**config.mk**
```make
export PLATFORM = sky130hd
export DESIGN_NAME = gpio_axil_arbiter
export DESIGN_NICKNAME = d
export VERILOG_FILES = /design/src/rtl/gpio_axil_pkg.sv /design/src/rtl/rr_arbiter.sv /design/src/rtl/gpio_axil_arbiter.sv
export SDC_FILE = /design/constraint.sdc
export NUM_CORES = 1
export LEC_CHECK = 0
export CAP_MARGIN = 20
export CORE_AREA = 3 3 183 185
export CTS_CLUSTER_SIZE = 25
export DETAILED_ROUTE_END_ITERATION = 8
export DIE_AREA = 0 0 186 188
export HOLD_SLACK_MARGIN = 0.02
export SLEW_MARGIN = 20
export SYNTH_ARGS = -nofsm -noshare
export SYNTH_HDL_FRONTEND = slang
export SYNTH_SLANG_ARGS = --single-unit
```
**constraint.sdc**
```tcl
create_clock -name clk -period 8.2 [get_ports clk]
set_input_delay 1.64 -clock clk [delete_from_list [all_inputs] [get_ports clk]]
set_output_delay 1.64 -clock clk [all_outputs]
set_load 0.005 [all_outputs]
```
**src/rtl/gpio_axil_pkg.sv**
```systemverilog
// Shared definitions for the GPIO AXI4-Lite arbiter: register map, response codes, FSM encoding.
// Pure declarations, no latency or flow control of its own.
package gpio_axil_pkg;

    localparam logic [7:0] GPIO_OUT      = 8'h00;
    localparam logic [7:0] GPIO_OE       = 8'h04;
    localparam logic [7:0] GPIO_IN       = 8'h08;
    localparam logic [7:0] GPIO_INT_EN   = 8'h0C;
    localparam logic [7:0] GPIO_INT_STAT = 8'h10;
    localparam logic [7:0] GPIO_INT_CLR  = 8'h14;

    localparam logic [1:0] RESP_OKAY    = 2'b00;
    localparam logic [1:0] RESP_SLVERR  = 2'b10;
    localparam logic [1:0] TIMEOUT_RESP = 2'b11;

    typedef enum logic [2:0] {
        IDLE    = 3'd0,
        WR_AW_W = 3'd1,
        WR_B    = 3'd2,
        RD_AR   = 3'd3,
        RD_R    = 3'd4,
        RESP    = 3'd5
    } state_t;

endpackage

```
**src/rtl/rr_arbiter.sv**
```systemverilog
// Combinational round-robin picker: one-hot grant to the first request after ptr, wrapping.
// Zero latency; no state, the caller owns the pointer.
module rr_arbiter #(
    parameter int N = 4
) (
    input  logic [N-1:0]         req,
    input  logic [$clog2(N)-1:0] ptr,
    output logic [N-1:0]         gnt,
    output logic [$clog2(N)-1:0] gnt_idx
);

    localparam int IW = $clog2(N);

    // cand[k] is the requester examined at search step k (ptr+1 first)
    logic [IW-1:0] cand [N];

    for (genvar k = 0; k < N; k++) begin : g_cand
        assign cand[k] = IW'((int'(ptr) + k + 1) % N);
    end

    always_comb begin
        gnt     = '0;
        gnt_idx = '0;
        for (int k = N - 1; k >= 0; k--) begin
            if (req[cand[k]]) begin
                gnt          = '0;
                gnt[cand[k]] = 1'b1;
                gnt_idx      = cand[k];
            end
        end
    end

endmodule

```
**src/rtl/gpio_axil_arbiter.sv**
```systemverilog
// Round-robin front end sharing one AXI4-Lite master among NUM_REQ requesters, one transaction at a time.
// Grant in IDLE, response pulse to the owner after the AXI exchange or after TIMEOUT wait cycles.
module gpio_axil_arbiter
    import gpio_axil_pkg::*;
#(
    parameter int NUM_REQ = 4,
    parameter int ADDR_W  = 32,
    parameter int TIMEOUT = 255
) (
    input  logic                      clk,
    input  logic                      rst_n,
    input  logic [NUM_REQ-1:0]        req_valid,
    output logic [NUM_REQ-1:0]        req_ready,
    input  logic [NUM_REQ-1:0]        req_write,
    input  logic [NUM_REQ*ADDR_W-1:0] req_addr,
    input  logic [NUM_REQ*32-1:0]     req_wdata,
    input  logic [NUM_REQ*4-1:0]      req_wstrb,
    output logic [NUM_REQ-1:0]        rsp_valid,
    output logic [31:0]               rsp_rdata,
    output logic [1:0]                rsp_resp,
    output logic                      busy,
    output logic [ADDR_W-1:0]         m_awaddr,
    output logic                      m_awvalid,
    input  logic                      m_awready,
    output logic [31:0]               m_wdata,
    output logic [3:0]                m_wstrb,
    output logic                      m_wvalid,
    input  logic                      m_wready,
    input  logic [1:0]                m_bresp,
    input  logic                      m_bvalid,
    output logic                      m_bready,
    output logic [ADDR_W-1:0]         m_araddr,
    output logic                      m_arvalid,
    input  logic                      m_arready,
    input  logic [31:0]               m_rdata,
    input  logic [1:0]                m_rresp,
    input  logic                      m_rvalid,
    output logic                      m_rready
);

    localparam int         IW  = $clog2(NUM_REQ);
    localparam logic [7:0] TMO = 8'(TIMEOUT);

    state_t              state;
    logic [IW-1:0]       ptr, owner, gnt_idx;
    logic [NUM_REQ-1:0]  gnt;
    logic [ADDR_W-1:0]   addr_q;
    logic [7:0]          tmo_cnt;
    logic                sel_write;
    logic [ADDR_W-1:0]   sel_addr;
    logic [31:0]         sel_wdata;
    logic [3:0]          sel_wstrb;
    logic                aw_hs, w_hs, tmo_hit;

    rr_arbiter #(.N(NUM_REQ)) u_arb (
        .req     (req_valid),
        .ptr     (ptr),
        .gnt     (gnt),
        .gnt_idx (gnt_idx)
    );

    always_comb begin
        sel_write = 1'b0;
        sel_addr  = '0;
        sel_wdata = '0;
        sel_wstrb = '0;
        for (int i = 0; i < NUM_REQ; i++) begin
            if (gnt[i]) begin
                sel_write = req_write[i];
                sel_addr  = req_addr[i*ADDR_W +: ADDR_W];
                sel_wdata = req_wdata[i*32 +: 32];
                sel_wstrb = req_wstrb[i*4 +: 4];
            end
        end
    end

    // Gated by rst_n so a requester holding req_valid through reset sees no ready
    assign req_ready = (state == IDLE && rst_n) ? gnt : '0;
    assign busy      = (state != IDLE);
    assign m_awaddr  = addr_q;
    assign m_araddr  = addr_q;
    assign aw_hs     = m_awvalid & m_awready;
    assign w_hs      = m_wvalid & m_wready;
    assign tmo_hit   = (tmo_cnt == TMO);

    always_ff @(posedge clk or negedge rst_n) begin
        if (!rst_n) begin
            state     <= IDLE;
            ptr       <= IW'(NUM_REQ - 1);
            owner     <= '0;
            addr_q    <= '0;
            tmo_cnt   <= '0;
            m_wdata   <= '0;
            m_wstrb   <= '0;
            m_awvalid <= 1'b0;
            m_wvalid  <= 1'b0;
            m_bready  <= 1'b0;
            m_arvalid <= 1'b0;
            m_rready  <= 1'b0;
            rsp_valid <= '0;
            rsp_rdata <= '0;
            rsp_resp  <= '0;
        end else begin
            rsp_valid <= '0;
            if (state inside {WR_AW_W, WR_B, RD_AR, RD_R}) tmo_cnt <= tmo_cnt + 8'd1;

            if (state != IDLE && state != RESP && tmo_hit) begin
                m_awvalid <= 1'b0;
                m_wvalid  <= 1'b0;
                m_bready  <= 1'b0;
                m_arvalid <= 1'b0;
                m_rready  <= 1'b0;
                rsp_resp  <= TIMEOUT_RESP;
                rsp_rdata <= '0;
                rsp_valid <= NUM_REQ'(1) << owner;
                state     <= RESP;
            end else begin
                case (state)
                    IDLE: begin
                        if (|req_valid) begin
                            owner   <= gnt_idx;
                            ptr     <= gnt_idx;
                            tmo_cnt <= '0;
                            addr_q  <= sel_addr;
                            m_wdata <= sel_wdata;
                            m_wstrb <= sel_wstrb;
                            if (sel_write) begin
                                m_awvalid <= 1'b1;
                                m_wvalid  <= 1'b1;
                                state     <= WR_AW_W;
                            end else begin
                                m_arvalid <= 1'b1;
                                m_rready  <= 1'b1;
                                state     <= RD_AR;
                            end
                        end
                    end
                    WR_AW_W: begin
                        if (aw_hs) m_awvalid <= 1'b0;
                        if (w_hs)  m_wvalid  <= 1'b0;
                        // AW and W may finish in different cycles; leave once both are done
                        if ((aw_hs || !m_awvalid) && (w_hs || !m_wvalid)) begin
                            m_bready <= 1'b1;
                            state    <= WR_B;
                        end
                    end
                    WR_B: begin
                        if (m_bvalid) begin
                            m_bready  <= 1'b0;
                            rsp_resp  <= m_bresp;
                            rsp_rdata <= '0;
                            rsp_valid <= NUM_REQ'(1) << owner;
                            state     <= RESP;
                        end
                    end
                    RD_AR: begin
                        if (m_arready) begin
                            m_arvalid <= 1'b0;
                            if (m_rvalid) begin
                                m_rready  <= 1'b0;
                                rsp_resp  <= m_rresp;
                                rsp_rdata <= m_rdata;
                                rsp_valid <= NUM_REQ'(1) << owner;
                                state     <= RESP;
                            end else begin
                                state <= RD_R;
                            end
                        end
                    end
                    RD_R: begin
                        if (m_rvalid) begin
                            m_rready  <= 1'b0;
                            rsp_resp  <= m_rresp;
                            rsp_rdata <= m_rdata;
                            rsp_valid <= NUM_REQ'(1) << owner;
                            state     <= RESP;
                        end
                    end
                    RESP:    state <= IDLE;
                    default: state <= IDLE;
                endcase
            end
        end
    end

endmodule
```
* Word-level counts from Yosys, hierarchy flattened *
Index checks and enable logic that the tools add are counted.

word-level totals
  register bits = 126
  bits of input ports = 323

cells by class
  add/sub/neg operators = 7
  order comparisons = 8
  eq/ne operators = 15
  shift operators = 1
  multiplexer cells = 90
  bitwise operators = 3
  reductions and logical operators = 29

operators by type and width
  kind                 count
  $mux 32              12
  $pmux 32 s3          1
  $mux 4               13
  $mux 8               4
  $mux 1               29
  $ne 3x2->1 const B   7
  $mux 2               9
  $mux 3               6
  $reduce_and 4->1     4
  $pmux 3 s5           1
  $lt 2x3->1 const B   4
  $pmux 4 s3           1
  $reduce_bool 3->1    4
  $reduce_bool 4->1    3
  $add 2x2->2 const B  5
  $reduce_and 3->1     3
  $add 8x1->8 const B  1
  $bmux 1 s2           4
  $demux 1 s2          4
  $eq 8x8->1 const B   1
  $ge 2x1->1 const B   4
  $logic_and 1x1->1    8
  $pmux 1 s2           4
  $eq 3x2->1 const B   2
  other kinds (15)     19

* Depth between registers and ports, before layout *
Gate-level depths: netlist (run 1).

  word-level depth = 18
  gate-level depth with buffers = 16

* By module *
From an unflattened synthesis (run 1), not the netlist that was laid out.

second synthesis, totals
  cells, all modules = 933
  area, all modules = 7852.5 µm²

by module, submodules not included
  module             instances  cells each  area an instance (µm²)
  gpio_axil_arbiter  1          866         7283.2
  rr_arbiter         1          67          569.3

* Worst setup path after synthesis (run 1) *
No wires, ideal clock.

  path kind = input to output
  start point = in req_valid[1]
  end point = out req_ready[0]
  arrival = 3416 ps
  slack = 3144 ps
  cell stages on the path = 7
  path through = buf_2 mux4_2 nor2b_4 a221oi_1 o31ai_2 clkbuf_1 nor2b_1

between the ends
  word-level cells in the longest chain between the ends = 7
  elaborated cells on any way between the ends = 13
  classes of those cells = mux: 13

RTL lines
  what                          line                     text
  from (decl)                   gpio_axil_arbiter.sv:12  input logic [NUM_REQ-1:0] req_valid,
  $bmux 1 s2                    rr_arbiter.sv:25         if (req[cand[k]]) begin
  $mux 1 (not written as such)  rr_arbiter.sv:25
  $mux 4 (3 in series)          rr_arbiter.sv:25
  $mux 4 (*)                    rr_arbiter.sv:25
  $mux 4 (*)                    gpio_axil_arbiter.sv:78  assign req_ready = (state == IDLE && rst_n) ? gnt : '0;
  to (decl)                     gpio_axil_arbiter.sv:13  output logic [NUM_REQ-1:0] req_ready,

Mark *: on every way between the ends. The rest lies on a longest branch, timed or not. The select of a mux whose other input is x is not followed.

* Worst setup path after layout (run 1) *
  start point = in req_valid[2]
  end point = out req_ready[2]

Same word-level chain as after synthesis.

==> results of run 1 <==
cell families after synthesis:
family	synth area share
AO/OA/AOI/OAI	0.3078
buffers and inverters	0.09015
adder cells (fa/ha/maj)	0.01336
XOR/XNOR	0.008180
multiplexers	0.02704
flip-flops	0.4210
AND/OR/NAND/NOR	0.1324
power by group:
part / leakage (nW) / internal (W) / total (W) / switching, W
clock: 0.260 / 0.000418 / 0.000727 / 0.000309
sequential: 1.59 / 0.000882 / 0.00110 / 0.000223
combinational: 3.42 / 0.00148 / 0.00344 / 0.00196
critical path, stage by stage:
cell and delay, ns:
clkdlybuf4s50_1 0.60, mux4_2 0.68, a21bo_1 0.24, o32ai_2 0.33, nor2_1 0.10, nor2_1 0.17
clkdlybuf4s50_1 0.55
Yosys cell counts, types with 3 or more instances:
library cell,number
xor2_1,4
o22ai_1,71
and3_1,3
nor2_1,23
nand2_1,87
mux2i_1,9
clkbuf_1,53
a221oi_1,3
a31oi_1,3
and2_1,3
buf_6,6
ha_1,8
nand4_1,3
mux4_2,3
nor3_1,5
a311oi_2,11
a22o_1,32
nand3_1,75
inv_1,18
mux2_2,4
buf_2,18
dfrtp_1,124
xnor2_1,3
a21oi_1,13
a311oi_1,59
o21ai_0,14
buf_4,33
a21o_1,70
state kept, by name (all words and copies together) (netlist names), 3 cells and up:
name / flops
m_wdata: 32
state: 3
tmo_cnt: 8
m_araddr: 32
m_wstrb: 4
rsp_rdata: 32
rsp_valid: 4
through the flow:
stage	hold WS, ns	utilization	instances	cell area [um^2]
finish	0.4749	0.3967	1610	12780
global route	0.4936	0.3967	1610	12780
CTS	0.4781	0.3964	1606	12770
detailed placement	0.4649	0.3794	1575	12220
global placement	0.4621	0.3794	1575	12220
floorplan	0.4602	-	798	7495
final cells by class:
cell class | instances | area (um^2) | area share
antenna | 4 | 10.01 | 0.0007834
clock buffer | 19 | 432.9 | 0.03388
clock inverter | 12 | 115.1 | 0.009009
inverter | 18 | 67.56 | 0.005288
multi-input combinational | 543 | 3705 | 0.2900
sequential | 126 | 3156 | 0.2470
tap | 408 | 510.5 | 0.03995
timing repair buffer | 480 | 4781 | 0.3742
layer usage:
| metal | track usage | share of wire | up-vias |
|---|---|---|---|
| li1 | - | - | 3786 |
| met1 | 0.2202 | 0.40 | 3929 |
| met2 | 0.3140 | 0.49 | 327 |
| met3 | 0.06460 | 0.085 | 46 |
| met4 | 0.04812 | 0.019 | 8 |
| met5 | 0 | 0.0014 | - |
how the worst max path moves through the flow:
stage	to	slack [ns]	cells past startpoint
5_1_grt	req_ready[2]	2.13	7
2_1_floorplan	req_ready[0]	3.14	7
4_1_cts	req_ready[2]	2.26	7
3_5_place_dp	m_arvalid$_DFFE_PN0P_	2.21	9
3_3_place_gp	req_ready[2]	2.29	7
6_report	req_ready[2]	2.25	7
==> flow_summary_export.csv, run 1 <==
group,metric,value,unit
status,status,"completed",
clock_network,clock_latency,0.42,ns
floorplanning,die_w,186,um
floorplanning,initial_utilization,0.2327,
worst_setup_path,cp.required,6.56,ns
sta,fin_ws,2.247,ns
detailed_routing,first_pass_iters,5,
floorplanning,boundaryPins,471,
floorplanning,die_h,188,um
sta,skew,0.01789,ns
sta,slew_headroom,0.3117,
job,cap_violations,0,
detailed_routing,vias,8096,
final_layout,areaGrowthSynthToFinish,70.48,%
clock_network,htree_levels,4,
placed_design,place.gp.congestion,0.8529,
sta,tightestPinTransition,1.032,ns
yosys,synth_area,7495,um^2
sta,min_period_over_period,0.7260,
clock_network,cts.sinks,126,
worst_setup_path,cp-end-kind,"output port",
power,p_per_area,412.3,nW/um^2
worst_setup_path,worstPathArrival,4.31,ns
worst_setup_path,setup.worst_path.start,"req_valid[2]",
detailed_routing,detail_route.iter0.violations,478,
yosys,synthArstFlopShare,1.000,
final_layout,n_fill_cell,3214,
detailed_routing,routed_via_density,5.029,
yosys,ys_seq_elements,126,
worst_setup_path,timing.rr.start,"ptr[0]$_DFFE_PN1P_",
power,p_total,0.005268,W
yosys,synth_ff_type,"dfrtp_1",
worst_setup_path,critical_path.max_fanout,12,
worst_setup_path,reg2reg_slack,2.99,ns
worst_hold_path,whs_endpoint,"m_wdata[9]$_DFFE_PN0P_",
worst_setup_path,startpoint_type,"input port",
yosys,yosys_warnings,0,
detailed_routing,ant_nets,0,
detailed_routing,post-route-drc-count,0,
placed_design,post-place-ws,2.209,ns
clock_network,cts_resized,0,
final_layout,final_common_cell,"clkdlybuf4s50_1",
worst_setup_path,r2r-end,"m_arvalid$_DFFE_PN0P_",
power,p_leak,5.269,nW
clock_network,root_buffer,"clkbuf_16",
global_routing,antenna_found_initial,8,
global_routing,grt_pass1_vias,8340,
placed_design,place_hpwl,24.05,mm
global_routing,grt_max_degree,92,
yosys,synthTopCellsByArea,"dfrtp_1 (41%), a21o_1 (7.0%), a311oi_1 (6.9%), o22ai_1 (5.9%), nand3_1 (5.0%)",
detailed_routing,wl_per_cell,20.76,um
yosys,synthCells,798,
sta,finalSetupViolCount,0,
global_routing,grt_pass1_wl,49.80,mm
yosys,syn_area_per_cell,9.392,um^2
yosys,synth_edf_count,0,
sta,rsz0062_at_grt,"false",
clock_network,postCtsHoldBufs,0,
yosys,synth_seq_area_share,0.4210,
final_layout,final_layout_size_suffix_gt1_frac,0.06093,
floorplanning,core_area,32210,um^2
clock_network,cts_tree,"done",
worst_setup_path,worst_r2r_path_depth,10,
sta,hold_viol,0,
global_routing,gr-total-overflow,0,
power,vdd_ir_drop_max,0.5973,mV
clock_network,cts_max_path_buffers,2,
floorplanning,dieArea,34970,um^2
yosys,synth_top_area_cell,"dfrtp_1",
worst_setup_path,crit_type,"input port to output port",
final_layout,final_cell_mix,"clkdlybuf4s50_1 (469), dfrtp_1 (124), nand2_1 (87)",
yosys,synth_top_area_frac,0.4140,
worst_hold_path,hold_start,"m_wdata[9]$_DFFE_PN0P_",
sta,tns,0,ns
final_layout,nNetsFinal,1517,
floorplanning,fp-row-count,66,
yosys,syn_nets,1129,
worst_hold_path,whs_path_depth,1,
placed_design,portBuffers,470,
sta,period_minus_slack,5.953,ns
worst_hold_path,hold_path_class,"flop to flop",
clock_network,path_clk_slew,0.06,ns
clock_network,cts_buffers,17,
sta,clock.fmax,168.0,MHz
yosys,ys_types,59,
global_routing,grt_use_total,0.1841,
clock_network,cts_setup_buffers,0,
sta,finalMaxSlewViolations,0,
detailed_routing,postRouteWirelength,33.43,mm
Power figures use the tool's default switching activity.
==> run 2: changes to the inputs <==
- CORE_AREA: 3 3 183 185 -> 3 3 182 184
- DIE_AREA: 0 0 186 188 -> 0 0 185 187
- clock period: 8.2 -> 5.75 ns (I/O delays scaled with it)
==> run 2 against run 1 <==
Global-route usage up 0.90 points. Worst hold slack better by 0.0039 ns. Sequential share of layout area decreased by 0.37 points. Sequential power increased by 44%. Largest cell class unchanged. Non-clock buffer count grew 6. Combinational power increased by 45%. Clock-buffer cell count down 1.
==> flow_summary_export.csv, run 2 (synthesis results as in run 1) <==
group,metric,value,unit
status,status,"completed",
worst_hold_path,hold_path_class,"flop to flop",
clock_network,cts.sinks,126,
clock_network,htree_levels,4,
detailed_routing,routed_via_density,5.109,
power,p_per_area,602.2,nW/um^2
final_layout,final_common_cell,"clkdlybuf4s50_1",
clock_network,cts_buffers,17,
clock_network,cts_max_path_buffers,2,
clock_network,cts_resized,0,
floorplanning,dieArea,34600,um^2
detailed_routing,vias,8251,
detailed_routing,postRouteWirelength,34.72,mm
worst_hold_path,hold_start,"m_wdata[13]$_DFFE_PN0P_",
power,vdd_ir_drop_max,0.5000,mV
job,cap_violations,0,
power,p_leak,5.365,nW
detailed_routing,detail_route.iter0.violations,345,
global_routing,grt_pass1_vias,8567,
detailed_routing,wl_per_cell,21.50,um
sta,slew_headroom,0.3486,
worst_setup_path,setup.worst_path.start,"ptr[0]$_DFFE_PN1P_",
floorplanning,die_h,187,um
clock_network,path_clk_slew,0.06,ns
sta,rsz0062_at_grt,"false",
final_layout,final_layout_size_suffix_gt1_frac,0.06805,
worst_setup_path,timing.rr.start,"ptr[0]$_DFFE_PN1P_",
detailed_routing,ant_nets,0,
worst_setup_path,cp-end-kind,"output port",
sta,min_period_over_period,0.8893,
final_layout,n_fill_cell,3131,
final_layout,areaGrowthSynthToFinish,73.11,%
global_routing,grt_max_degree,70,
sta,finalSetupViolCount,0,
placed_design,place_hpwl,25.65,mm
sta,finalMaxSlewViolations,0,
floorplanning,core_area,31560,um^2
clock_network,root_buffer,"clkbuf_16",
detailed_routing,post-route-drc-count,0,
sta,period_minus_slack,5.113,ns
floorplanning,fp-row-count,65,
power,p_total,0.007813,W
clock_network,postCtsHoldBufs,0,
clock_network,cts_tree,"done",
floorplanning,boundaryPins,471,
floorplanning,die_w,185,um
worst_setup_path,startpoint_type,"flop",
worst_setup_path,crit_type,"flop to output port",
worst_setup_path,cp.required,4.60,ns
clock_network,cts_setup_buffers,0,
global_routing,antenna_found_initial,13,
final_layout,final_cell_mix,"clkdlybuf4s50_1 (469), dfrtp_1 (124), nand2_1 (87)",
placed_design,post-place-ws,0.8427,ns
final_layout,finish.utilization,0.4111,
detailed_routing,first_pass_iters,4,
global_routing,grt_use_total,0.1932,
floorplanning,initial_utilization,0.2375,
sta,fin_ws,0.6365,ns
sta,hold_viol,0,
clock_network,clock_latency,0.43,ns
sta,clock.fmax,195.6,MHz
worst_setup_path,critical_path.max_fanout,22,
sta,tns,0,ns
global_routing,gr-total-overflow,0,
final_layout,nNetsFinal,1523,
sta,tightestPinTransition,0.9771,ns
worst_setup_path,worstPathArrival,3.96,ns
placed_design,portBuffers,470,
sta,worst_hold_slack,0.4788,ns
sta,skew,0.01037,ns
global_routing,grt_pass1_wl,51.41,mm
placed_design,place.gp.congestion,0.8840,
==> run 2: cell types whose count changed in the layout (fill, tap and decap cells not counted), moves of 2 or more <==
cell       change
buf_4          +4
bufinv_16      +4
diode_2        +4
clkinv_4       -3
inv_6          +3
buf_12         +2
clkinv_2       -2
==> run 2: final timing paths <==
check                                      endpoint  slack, ns  depth (start not counted)
hold / removal              m_wdata[13]$_DFFE_PN0P_       0.48                          1
hold reg to reg             m_wdata[13]$_DFFE_PN0P_       0.48                          1
setup / recovery                       req_ready[1]       0.64                          7
max in group asynchronous  m_araddr[12]$_DFFE_PN0P_       4.14                          2
min in group asynchronous      m_wvalid$_DFFE_PN0P_       0.60                          1
setup reg to reg              m_arvalid$_DFFE_PN0P_       1.23                          9
==> run 2: per-stage QoR <==
stage,cell area (um^2),cells
after global placement,12290,1575
final,12970,1615
after CTS,12950,1607
after detailed placement,12290,1575
after floorplan,7495,798
after global routing,12970,1612
==> run 2: worst max-delay path, cell delays in order, from the launching register on <==
cell and delay [ns]:
dfstp_2 0.81, inv_1 0.19, ha_1 0.52, mux4_2 0.69, a311oi_1 0.60, a21o_4 0.22
nor2_1 0.04, clkdlybuf4s50_1 0.47
==> run 2: final cells by class <==
cell class              instances  area [um^2]  area share
clock inverters                14        229.0     0.01765
flip-flops and latches        126         3156      0.2432
diodes                          8        20.02    0.001543
multi-input cells             543         3719      0.2866
inverters                      18        67.56    0.005208
repair buffers                486         4851      0.3739
clock buffers                  18        429.2     0.03308
well taps                     402        503.0     0.03877
==> run 2: power by group <==
part | switching (W) | internal [W] | total, W | leakage [nW]
combinational | 0.00280 | 0.00220 | 0.00500 | 3.46
clock | 0.000454 | 0.000780 | 0.00123 | 0.315
sequential | 0.000322 | 0.00126 | 0.00158 | 1.59
==> run 2: per-layer routing <==
metal  vias to the layer above  GRT usage  share of wire  routed length, um
met5                         -          0         0.0016                 57
met4                         8    0.05859          0.017                585
met3                        42    0.06768          0.089               3093
met2                       371     0.3262           0.49              17100
met1                      4023     0.2303           0.40              13890
li1                       3807          -              -                  -
==> RTL change 1, RTL diff (flow settings as in run 1) <==
Set the parameter `NUM_REQ` to 2 (it was 4).
--- a/src/rtl/gpio_axil_arbiter.sv
+++ b/src/rtl/gpio_axil_arbiter.sv
@@ -3,7 +3,7 @@
 module gpio_axil_arbiter
     import gpio_axil_pkg::*;
 #(
-    parameter int NUM_REQ = 4,
+    parameter int NUM_REQ = 2,
     parameter int ADDR_W  = 32,
     parameter int TIMEOUT = 255
 ) (
Interface: changed (7 resized); port bits go from 471 to 327. No check against the original RTL was run, so the function may have changed too.
==> RTL change 1 against run 1 <==
  * Global-route usage down 6.4 points
  * Routed wire length down 36%
  * Largest cell class unchanged
  * Critical path type unchanged
  * Synthesized area down 23%
  * Highest routed layer is now met4
  * Setup slack better by 540 ps
  * Cell area down 23%
  * Register-to-register slack better by 2600 ps
  * Sequential cell count down 4
Power is not compared: it rests on default switching activity, and its combinational part moved more than twofold at a synthesized area within 25%.
==> RTL change 1: results (changes against run 1) <==
status: complete, no violations
HP Start: rsp_rdata[7]
WL/cell: 16.42 um (-21%)
layout cells sized above 1: 5.980% (-0.11 points)
cell count after synthesis: 615 (-23%)
DRT Pass-1 Iters: 6 (+1)
met2 routed WL: 10350 um (-37%)
global-route wire length before repair: 32800 um (-34%)
top sig layer: met4
largest cells by area after synthesis: dfrtp_1 (52%), a221oi_1 (9.2%), nor2_1 (9.2%)
sequential fraction of the synthesis area: 52.72% (+11 points)
RD Place Congestion: 0.8151 (-4.4%)
Post-Place Setup Slack: 2804 ps (+595.9 ps)
crit path capture: req_ready[0]
Compound-Gate Fraction of Synth Area: 16.44% (-14 points)
met1 Resource Use GR: 15.80% (-6.2 points)
WP data arrival: 3770 ps (-540 ps)
Post-Synth Adder-Cell Area: 0.2160% (-1.1 points)
Max Clock Skew: 9.594 ps (-8.292 ps)
xor and xnor area share after synthesis: 1.058% (+0.24 points)
wire length on met3: 1330 um (-53%)
drt initial violations: 211 (-56%)
HPWL Detailed: 15660 um (-35%)
Crit Reg-Reg Endpoint: rsp_rdata[29]
vias in the first global route: 5707 (-32%)
Slew headroom: 30.65% (-0.52 points)
Synthesized Nets: 799 (-29%)
Vias/cell: 4.306 (-14%)
Synth cell types: 53 (-10%)
Critical Path Start: req_valid[0]
reg2reg setup slack: 5540 ps (+2550 ps)
FF-to-FF Start: state[0]
met3 usage: 3.181% (-3.3 points)
Post-Place Cells: 1279 (-19%)
post-synthesis mux area share: 0.1944% (-2.5 points)
crit-path max FO: 63 (+51)
fillcell total: 3383 (+5.3%)
M1 WL: 9590 um (-28%)
Worst Hold Depth: 2 (+1)
RTL change 1: kinds of logic (layout without fill, tap and decap cells):
family                     count (synthesis)  count (layout)
other                                      0               1
and+or+nand+nor                          281             281
AOI/OAI and AO/OA                        114             114
adders and majority gates                  1               1
xor gates and xnor gates                   7               7
muxes                                      1               1
buffers and inverters                     89             377
DFF                                      122             122
RTL change 1: final cells by class:
| cell class | count | area, um^2 | area share (%) |
|---|---|---|---|
| inverters | 12 | 45.04 | 0.4590 |
| clock inverters | 13 | 191.4 | 1.951 |
| well taps | 408 | 510.5 | 5.202 |
| multi-input cells | 404 | 2250 | 22.92 |
| repair buffers | 333 | 3317 | 33.80 |
| flip-flops and latches | 122 | 3054 | 31.12 |
| clock buffers | 19 | 442.9 | 4.514 |
| diodes | 1 | 2.502 | 0.02550 |
RTL change 1: critical path, cell delays in order:
cell	delay, ps
clkdlybuf4s50_1	620
and2_2	190
buf_4	570
and3_1	250
clkdlybuf4s50_1	500
==> RTL change 2, RTL diff (flow settings as in run 1) <==
Made on the original files. Make the reset (`rst_n`) synchronous in one clocked block.
--- a/src/rtl/gpio_axil_arbiter.sv
+++ b/src/rtl/gpio_axil_arbiter.sv
@@ -83,7 +83,7 @@
     assign w_hs      = m_wvalid & m_wready;
     assign tmo_hit   = (tmo_cnt == TMO);
 
-    always_ff @(posedge clk or negedge rst_n) begin
+    always_ff @(posedge clk) begin
         if (!rst_n) begin
             state     <= IDLE;
             ptr       <= IW'(NUM_REQ - 1);
Function: not settled (the Yosys comparison gave no result); the edit may change what the design does.
==> RTL change 2 against run 1 <==
  * First-iteration DRC count down 19%
  * Sequential cell count unchanged
  * Highest routed layer is now met4
  * Synthesized area down 8.3%
  * Cell area down 4.3%
  * Setup slack better by 210 ps
  * Count of clock-buffer cells in the layout up 3
  * Routed wire length down 0.72%
  * Critical path depth unchanged
  * Total power down 21%
==> RTL change 2: results (changes against run 1) <==
post-synthesis mux area share: 2.622% (-0.082 points)
GR Util met2: 30.78% (-0.62 points)
final net count: 1491 (-1.7%)
Max Clock Skew: 12.66 ps (-5.225 ps)
xor and xnor area share after synthesis: 0.7649% (-0.053 points)
worst skew pair latency: 440 ps (+20 ps)
leakage power: 4.257 nW (-19%)
Slew headroom: 29.07% (-2.1 points)
CP top delay family: buffers and inverters
depth of the CTS H-tree: 4 (unchanged)
Worst Hold Class: reg2reg
RD Place Congestion: 0.8771 (+2.8%)
Synth cell types: 62 (+5.1%)
largest cells by area after synthesis: dfxtp_1 (37%), a22oi_1 (10%), a221oi_1 (8.7%)
drt total wl: 33190 um (-0.72%)
WL/cell: 20.95 um (+0.91%)
Post-Place Cells: 1549 (-1.7%)
PortBufs: 470 (unchanged)
sequential fraction of the synthesis area: 36.71% (-5.4 points)
Post-Place Setup Slack: 2475 ps (+266.9 ps)
CP peak stage delay: 640 ps (-40 ps)
worst ir drop on vdd: 0.2278 mV (-62%)
top sig layer: met4
Vias/cell: 4.972 (-1.1%)
setup bufs post-CTS: 0 (unchanged)
CTS tree: built
Ys Warns: 0 (unchanged)
most instantiated cells after synthesis: nor2_1 (127), dfxtp_1 (126), a22oi_1 (92)
layout cells sized above 1: 8.951% (+2.9 points)
M1 WL: 13400 um (+0.37%)
antenna violations before repair: 3 (-5)
largest net degree at the start of global routing: 71 (-23%)
Post-DP Area: 11600 um^2 (-5.0%)
HPWL Detailed: 24480 um (+1.8%)
clock transition at the registers of the reported paths: 50 ps
crit-path max FO: 9 (-3)
status: complete, no violations
critical path's slowest cell: clkdlybuf4s50_1
wire length on met3: 2596 um (-9.0%)
Num CTS Buffers: 17 (unchanged)
global-route wire length before repair: 48270 um (-3.1%)
Compound-Gate Fraction of Synth Area: 37.35% (+6.6 points)
GRT Total Usage: 18.10% (-0.32 points)
Longest Clk Path Bufs: 2 (unchanged)
WP data arrival: 4100 ps (-210 ps)
drt initial violations: 387 (-19%)
Post-Synth Adder-Cell Area: 1.457% (+0.12 points)
Root Buffer: clkbuf_16
met3 usage: 6.208% (-0.25 points)
Synthesized Nets: 1096 (-2.9%)
cell count after synthesis: 765 (-4.1%)
share of flip-flops with an asynchronous set or reset: 0% (-100 points)
met2 routed WL: 16620 um (+0.51%)
met1 Resource Use GR: 21.33% (-0.69 points)
RTL change 2: power by group:
part           internal (mW)  switching [mW]  leakage, nW
registers              0.757           0.129         1.03
logic                   1.04            1.42         2.93
clock network          0.501           0.303        0.292
total                   2.30            1.85         4.26
RTL change 2: worst paths after layout:
kind	start	to	slack, ps	cells past startpoint
setup / recovery	req_valid[3]	req_ready[3]	2460	7
hold / removal	owner[1]	rsp_valid[1]	470	1
setup reg to reg	ptr[0]	m_araddr[31]	3750	10
hold reg to reg	owner[1]	rsp_valid[1]	470	1
RTL change 2: layout make-up:
cell class | count | area [um^2]
Multi-Input combinational cell | 522 | 3747
Clock buffer | 22 | 474.2
Sequential cell | 126 | 2522
Inverter | 14 | 52.55
Timing Repair Buffer | 479 | 4772
Clock inverter | 10 | 136.4
Fill cell | 3204 | 19980
Antenna cell | 3 | 7.507
Tap cell | 408 | 510.5
